## src/rtl/bin2bcd_if.sv

```systemverilog
// Handshake bundle between a binary producer and the iterative BCD converter.
// Input side: valid/ready with the binary operand x.
// Output side: valid/ready with the packed BCD result and the overflow flag.
interface bin2bcd_if #(
   parameter int WIDTH  = 8,
   parameter int DIGITS = 3
);
   logic                  in_valid;
   logic                  in_ready;
   logic [WIDTH-1:0]      x;
   logic                  out_valid;
   logic                  out_ready;
   logic [4*DIGITS-1:0]   bcd;
   logic                  ovf;

   // Producer/consumer side of the converter.
   modport master (
      output in_valid,
      output x,
      output out_ready,
      input  in_ready,
      input  out_valid,
      input  bcd,
      input  ovf
   );

   // Converter side.
   modport slave (
      input  in_valid,
      input  x,
      input  out_ready,
      output in_ready,
      output out_valid,
      output bcd,
      output ovf
   );
endinterface

```

## src/rtl/bin2bcd_iter.sv

```systemverilog
// Iterative binary-to-BCD converter (shift-and-add-3), one shift per clock.
// A WIDTH-bit operand is accepted in IDLE, shifted WIDTH times through a
// {digits, binary} register, and the digit field is presented in HOLD until
// the consumer takes it. Bits pushed out of the top digit set a sticky
// overflow flag, leaving x mod 10^DIGITS in the digit field.
module bin2bcd_iter #(
   parameter int WIDTH  = 8,
   parameter int DIGITS = 3
) (
   input  logic       clk,
   input  logic       rst_n,
   bin2bcd_if.slave   bus
);

   localparam int BCD_W = 4 * DIGITS;
   localparam int REG_W = BCD_W + WIDTH;
   localparam int CNT_W = $clog2(WIDTH + 1);

   typedef enum logic [1:0] {
      IDLE  = 2'd0,
      SHIFT = 2'd1,
      HOLD  = 2'd2
   } state_t;

   state_t             state;
   logic [REG_W-1:0]   sreg;
   logic [REG_W-1:0]   corrected;
   logic [CNT_W-1:0]   cnt;
   logic               ovf_q;
   logic               in_ready_q;
   logic               out_valid_q;

   // Add 3 to every digit that is 5 or more. Digits stay 4 bits wide and
   // never carry into their neighbour: a corrected digit is at most 12.
   function automatic logic [BCD_W-1:0] add3(input logic [BCD_W-1:0] d);
      logic [BCD_W-1:0] r;
      r = d;
      for (int i = 0; i < DIGITS; i++) begin
         if (d[4*i +: 4] >= 4'd5) begin
            r[4*i +: 4] = d[4*i +: 4] + 4'd3;
         end
      end
      return r;
   endfunction

   // Correction step applied to the digit field ahead of the shift.
   always_comb begin
      corrected = {add3(sreg[REG_W-1 -: BCD_W]), sreg[WIDTH-1:0]};
   end

   // Control FSM with datapath; handshake outputs are registered so they
   // depend on state alone, never on in_valid/out_ready of the same cycle.
   always_ff @(posedge clk or negedge rst_n) begin
      if (!rst_n) begin
         state       <= IDLE;
         sreg        <= '0;
         cnt         <= '0;
         ovf_q       <= 1'b0;
         in_ready_q  <= 1'b1;
         out_valid_q <= 1'b0;
      end else begin
         case (state)
            IDLE: begin
               if (bus.in_valid) begin
                  sreg       <= {{BCD_W{1'b0}}, bus.x};
                  ovf_q      <= 1'b0;
                  cnt        <= CNT_W'(WIDTH);
                  in_ready_q <= 1'b0;
                  state      <= SHIFT;
               end
            end
            SHIFT: begin
               sreg  <= {corrected[REG_W-2:0], 1'b0};
               ovf_q <= ovf_q | corrected[REG_W-1];
               cnt   <= cnt - CNT_W'(1);
               if (cnt == CNT_W'(1)) begin
                  out_valid_q <= 1'b1;
                  state       <= HOLD;
               end
            end
            HOLD: begin
               if (bus.out_ready) begin
                  out_valid_q <= 1'b0;
                  in_ready_q  <= 1'b1;
                  state       <= IDLE;
               end
            end
            default: begin
               out_valid_q <= 1'b0;
               in_ready_q  <= 1'b1;
               state       <= IDLE;
            end
         endcase
      end
   end

   assign bus.in_ready  = in_ready_q;
   assign bus.out_valid = out_valid_q;
   assign bus.bcd       = sreg[REG_W-1 -: BCD_W];
   assign bus.ovf       = ovf_q;

endmodule

```

## src/flat_wrapper.sv

```systemverilog
// flat-port wrapper written by rule: the top's interface ports become plain ports
module bin2bcd_iter_flat 
#(
   parameter int WIDTH  = 8,
   parameter int DIGITS = 3
)
  (clk, rst_n, bus_in_valid, bus_x, bus_out_ready, bus_in_ready, bus_out_valid, bus_bcd, bus_ovf);
  bin2bcd_if #(.WIDTH(WIDTH), .DIGITS(DIGITS)) bus_i ();
  input  logic clk;
  input  logic rst_n;
  input wire logic [$bits(bus_i.in_valid)-1:0] bus_in_valid;
  input wire logic [$bits(bus_i.x)-1:0] bus_x;
  input wire logic [$bits(bus_i.out_ready)-1:0] bus_out_ready;
  output wire logic [$bits(bus_i.in_ready)-1:0] bus_in_ready;
  output wire logic [$bits(bus_i.out_valid)-1:0] bus_out_valid;
  output wire logic [$bits(bus_i.bcd)-1:0] bus_bcd;
  output wire logic [$bits(bus_i.ovf)-1:0] bus_ovf;
  assign bus_i.in_valid = bus_in_valid;
  assign bus_i.x = bus_x;
  assign bus_i.out_ready = bus_out_ready;
  assign bus_in_ready = bus_i.in_ready;
  assign bus_out_valid = bus_i.out_valid;
  assign bus_bcd = bus_i.bcd;
  assign bus_ovf = bus_i.ovf;
  bin2bcd_iter #(.WIDTH(WIDTH), .DIGITS(DIGITS)) u_core (.clk(clk), .rst_n(rst_n), .bus(bus_i));
endmodule
```

## config.mk

```make
export PLATFORM = sky130hd
export DESIGN_NAME = bin2bcd_iter_flat
export DESIGN_NICKNAME = d
export VERILOG_FILES = /design/src/rtl/bin2bcd_if.sv /design/src/rtl/bin2bcd_iter.sv /design/src/flat_wrapper.sv
export SDC_FILE = /design/constraint.sdc
export NUM_CORES = 1
export LEC_CHECK = 0
export BUFFER_PORTS_ARGS = -buffer_cell sky130_fd_sc_hd__clkbuf_2
export CAP_MARGIN = 20
export CELL_PAD_IN_SITES_DETAIL_PLACEMENT = 0
export CELL_PAD_IN_SITES_GLOBAL_PLACEMENT = 1
export CORE_MARGIN = 10
export CORE_UTILIZATION = 45
export DETAILED_ROUTE_END_ITERATION = 10
export GPL_ROUTABILITY_DRIVEN = 0
export PLACE_DENSITY = 0.8
export SLEW_MARGIN = 5
export SYNTH_ARGS = -nofsm -noshare
export SYNTH_HDL_FRONTEND = slang
export SYNTH_SLANG_ARGS = --single-unit
export TNS_END_PERCENT = 30
```

## constraint.sdc

```tcl
create_clock -name clk -period 3.5 [get_ports clk]
set_clock_uncertainty 0.2 [all_clocks]
set_input_delay 0.525 -clock clk [delete_from_list [all_inputs] [get_ports clk]]
set_output_delay 0.525 -clock clk [all_outputs]
set_load 0.03 [all_outputs]
```

==> flow_summary_export.csv <==
group,metric,value,unit
grt,grt-ovfl-total,0,
floorplan,die-area,6160,um2
clock_network,cts_hold_buf,0,
power,ir_drop,0.355,mV
clock_network,cts_num_sinks,29,
yosys,syn_inst,153,
detailed_routing,routed_via_density,5.42,
finish,multi_input_area,708,um2
critical_path,cp-startpoint,"u_core.state[0]",
hold_path,min_path_type,"in2async",
yosys,yosys-top-cells-area,"dfrtp_1, ha_1, o21ai_0",
sta,hold_viol_final,0,
floorplan,coreArea,3310,um2
yosys,synth_largest_area_cell,"dfrtp_1",
sta,rsz0062_at_grt,"false",
grt,grt_pass1_wl,5.80,mm
yosys,netlist_area,1540,um2
finish,seq_area,727,um2
clock_network,htreeDepth,2,
critical_path,reg2reg_from,"u_core.state[0]",
detailed_routing,ant_nets,0,
sta,slew-limit-headroom,31.9,%
clock_network,root_buffer,"clkbuf_4",
clock_network,cts_tree,"built",
critical_path,crit_type,"reg2reg",
yosys,yosys_warnings,0,
clock_network,cts-buffers-inserted,5,
placement,dp_hpwl,2.42,mm
floorplan,boundaryPins,27,
detailed_routing,dr_total_vias,1226,
yosys,yosys.cell_types.count,31,
floorplan,dieWidth,78.5,um
yosys,synth_nets,173,
yosys,synth_top_area_share,45.5,%
sta,fmax,497,MHz
yosys,postSynthAreaPerCell,10.1,um2
detailed_routing,first_pass_iters,4,
sta,fin_setup_tns,0,ns
critical_path,critPathMaxFanout,17,
detailed_routing,wl_per_cell,14.8,um
placement,port_buffers,26,
critical_path,critical_path_required,3.56,ns
clock_network,cts_max_path_buffers,2,
yosys,synth_most_common_cell,"dfrtp_1",
clock_network,post_cts_buffers,0,
sta,drv_slew,0,
clock_network,cts_resized,0,
grt,grt_usage,11.3,%
run_status,status,"finished, final reports clean",
floorplan,die_h,78.5,um
finish,final_nets,199,
critical_path,regToRegEndpoint,"u_core.sreg[10]",
floorplan,start_util,46.5,%
finish,area_growth,13.4,%
floorplan,rows,21,
finish,layout-drive-gt1-share,21.1,%
finish,final_cell_area,1750,um2
critical_path,cp-end-kind,"register",
power,power.density,984,nW/um2
power,p_leak,0.795,nW
critical_path,rrSetupSlack,1.49,ns
sta,fin_crit,2.01,ns
grt,grt_max_degree,30,
yosys,synth_edf_count,0,
detailed_routing,wl,3.35,mm
critical_path,cp-endpoint,"u_core.sreg[10]",
clock_network,clk_latency,0.34,ns
flow_run,cap_violations,0,
critical_path,reg2reg_depth,3,
detailed_routing,drc,0,
placement,dpl_cell_area,1690,um2
sta,setup_viol,0,
detailed_routing,drt_iter0_drc,54,
critical_path,cp.arrival,2.07,ns
yosys,synth-async-reset-ratio,100,%
sta,post-route-period-util,57.4,%
finish,antenna_cells,0,
finish,final.fill_count,318,
sta,worstMarginPinSlew,1.02,ns
clock_network,path_clk_slew,0.10,ns
yosys,synth_top_cells_by_count,"dfrtp_1, inv_1, nand2_1",
grt,antenna_found_initial,0,
grt,grt_pass1_vias,1283,
yosys,ys.flop_type,"dfrtp_1",
yosys,synth_seq_area_share,47.2,%
yosys,ys_ff_latch,29,
critical_path,start_kind,"register",
==> layout make-up <==
type / count / share of cell area, %
Timing Repair Buffer: 26 / 7.46
Inverter: 17 / 3.66
Multi-Input combinational cell: 100 / 40.6
Clock buffer: 8 / 3.37
Tap cell: 46 / 3.30
Sequential cell: 29 / 41.6
==> layout by cell type, fill, tap and decap left out, types with 2 or more instances in the layout <==
cell	n
a22oi_1	7
a32o_1	4
clkbuf_1	2
clkbuf_2	26
clkbuf_4	5
dfrtp_1	28
ha_1	8
inv_1	17
mux2_2	2
nand2_1	17
nand2b_1	5
nor2_1	4
nor2b_1	4
o2111ai_1	6
o211ai_1	3
o21a_1	3
o21ai_0	14
o221ai_1	3
o31ai_1	5
o32ai_1	2
xnor2_1	3
==> worst min-delay path by stage <==
| stage | slack [ns] | to | startpoint | cells past startpoint |
|---|---|---|---|---|
| finish | 0.02 | u_core.sreg[12] | rst_n | 1 |
| global route | 0.07 | u_core.sreg[12] | rst_n | 1 |
| CTS | 0.05 | u_core.sreg[12] | rst_n | 1 |
| detailed placement | 0.27 | u_core.sreg[3] | u_core.sreg[3] | 2 |
| global placement | 0.26 | u_core.sreg[3] | u_core.sreg[3] | 2 |
| floorplan | 0.03 | u_core.bus.out_valid | rst_n | 0 |
==> sequential cells by signal (all words and copies together) (netlist names) <==
signal                cells
u_core.bus.in_ready       1
u_core.bus.out_valid      1
u_core.bus.ovf            1
u_core.cnt                4
u_core.sreg              20
u_core.state              2
==> worst max-delay path: stages (launching register included) <==
cell and delay [ns]:
dfrtp_1 0.58, o21bai_1 0.89, nand2_1 0.14, o211ai_1 0.13
==> layer usage <==
| metal | track usage [%] | part of all wire, % |
|---|---|---|
| met4 | 3.76 | 0.93 |
| met1 | 13.3 | 45 |
| met5 | 0 | 0 |
| met2 | 18.3 | 48 |
| met3 | 4.90 | 5.8 |
==> through the flow <==
| step | cells | total power (W) | hold WS [ns] | util, % | setup slack, ns |
|---|---|---|---|---|---|
| after floorplan | 153 | 0.00130 | 0.0294 | - | 1.78 |
| after global placement | 218 | 0.00150 | 0.264 | 50.9 | 1.55 |
| after detailed placement | 218 | 0.00152 | 0.273 | 50.9 | 1.49 |
| after CTS | 226 | 0.00174 | 0.0499 | 52.7 | 1.47 |
| after global routing | 226 | 0.00188 | 0.0673 | 52.7 | 1.33 |
| final | 226 | 0.00172 | 0.0226 | 52.7 | 1.49 |
==> power by group <==
group / switching, W / internal, W / leakage, nW
Combinational: 0.000535 / 0.000346 / 0.398
Clock: 0.000109 / 0.0000989 / 0.0326
Sequential: 0.000148 / 0.000481 / 0.365
Total: 0.000792 / 0.000926 / 0.795
==> cells by family after synthesis <==
kind of cell    count (synthesis)  share of synthesized area, %
fa+ha+maj                       8                          6.50
flops                          29                          47.2
simple gates                   33                          10.6
buf+inv                        24                          6.75
xor+xnor                        3                          1.71
compound gates                 53                          25.1
mux                             3                          2.11
(Power assumes the default switching activity.)
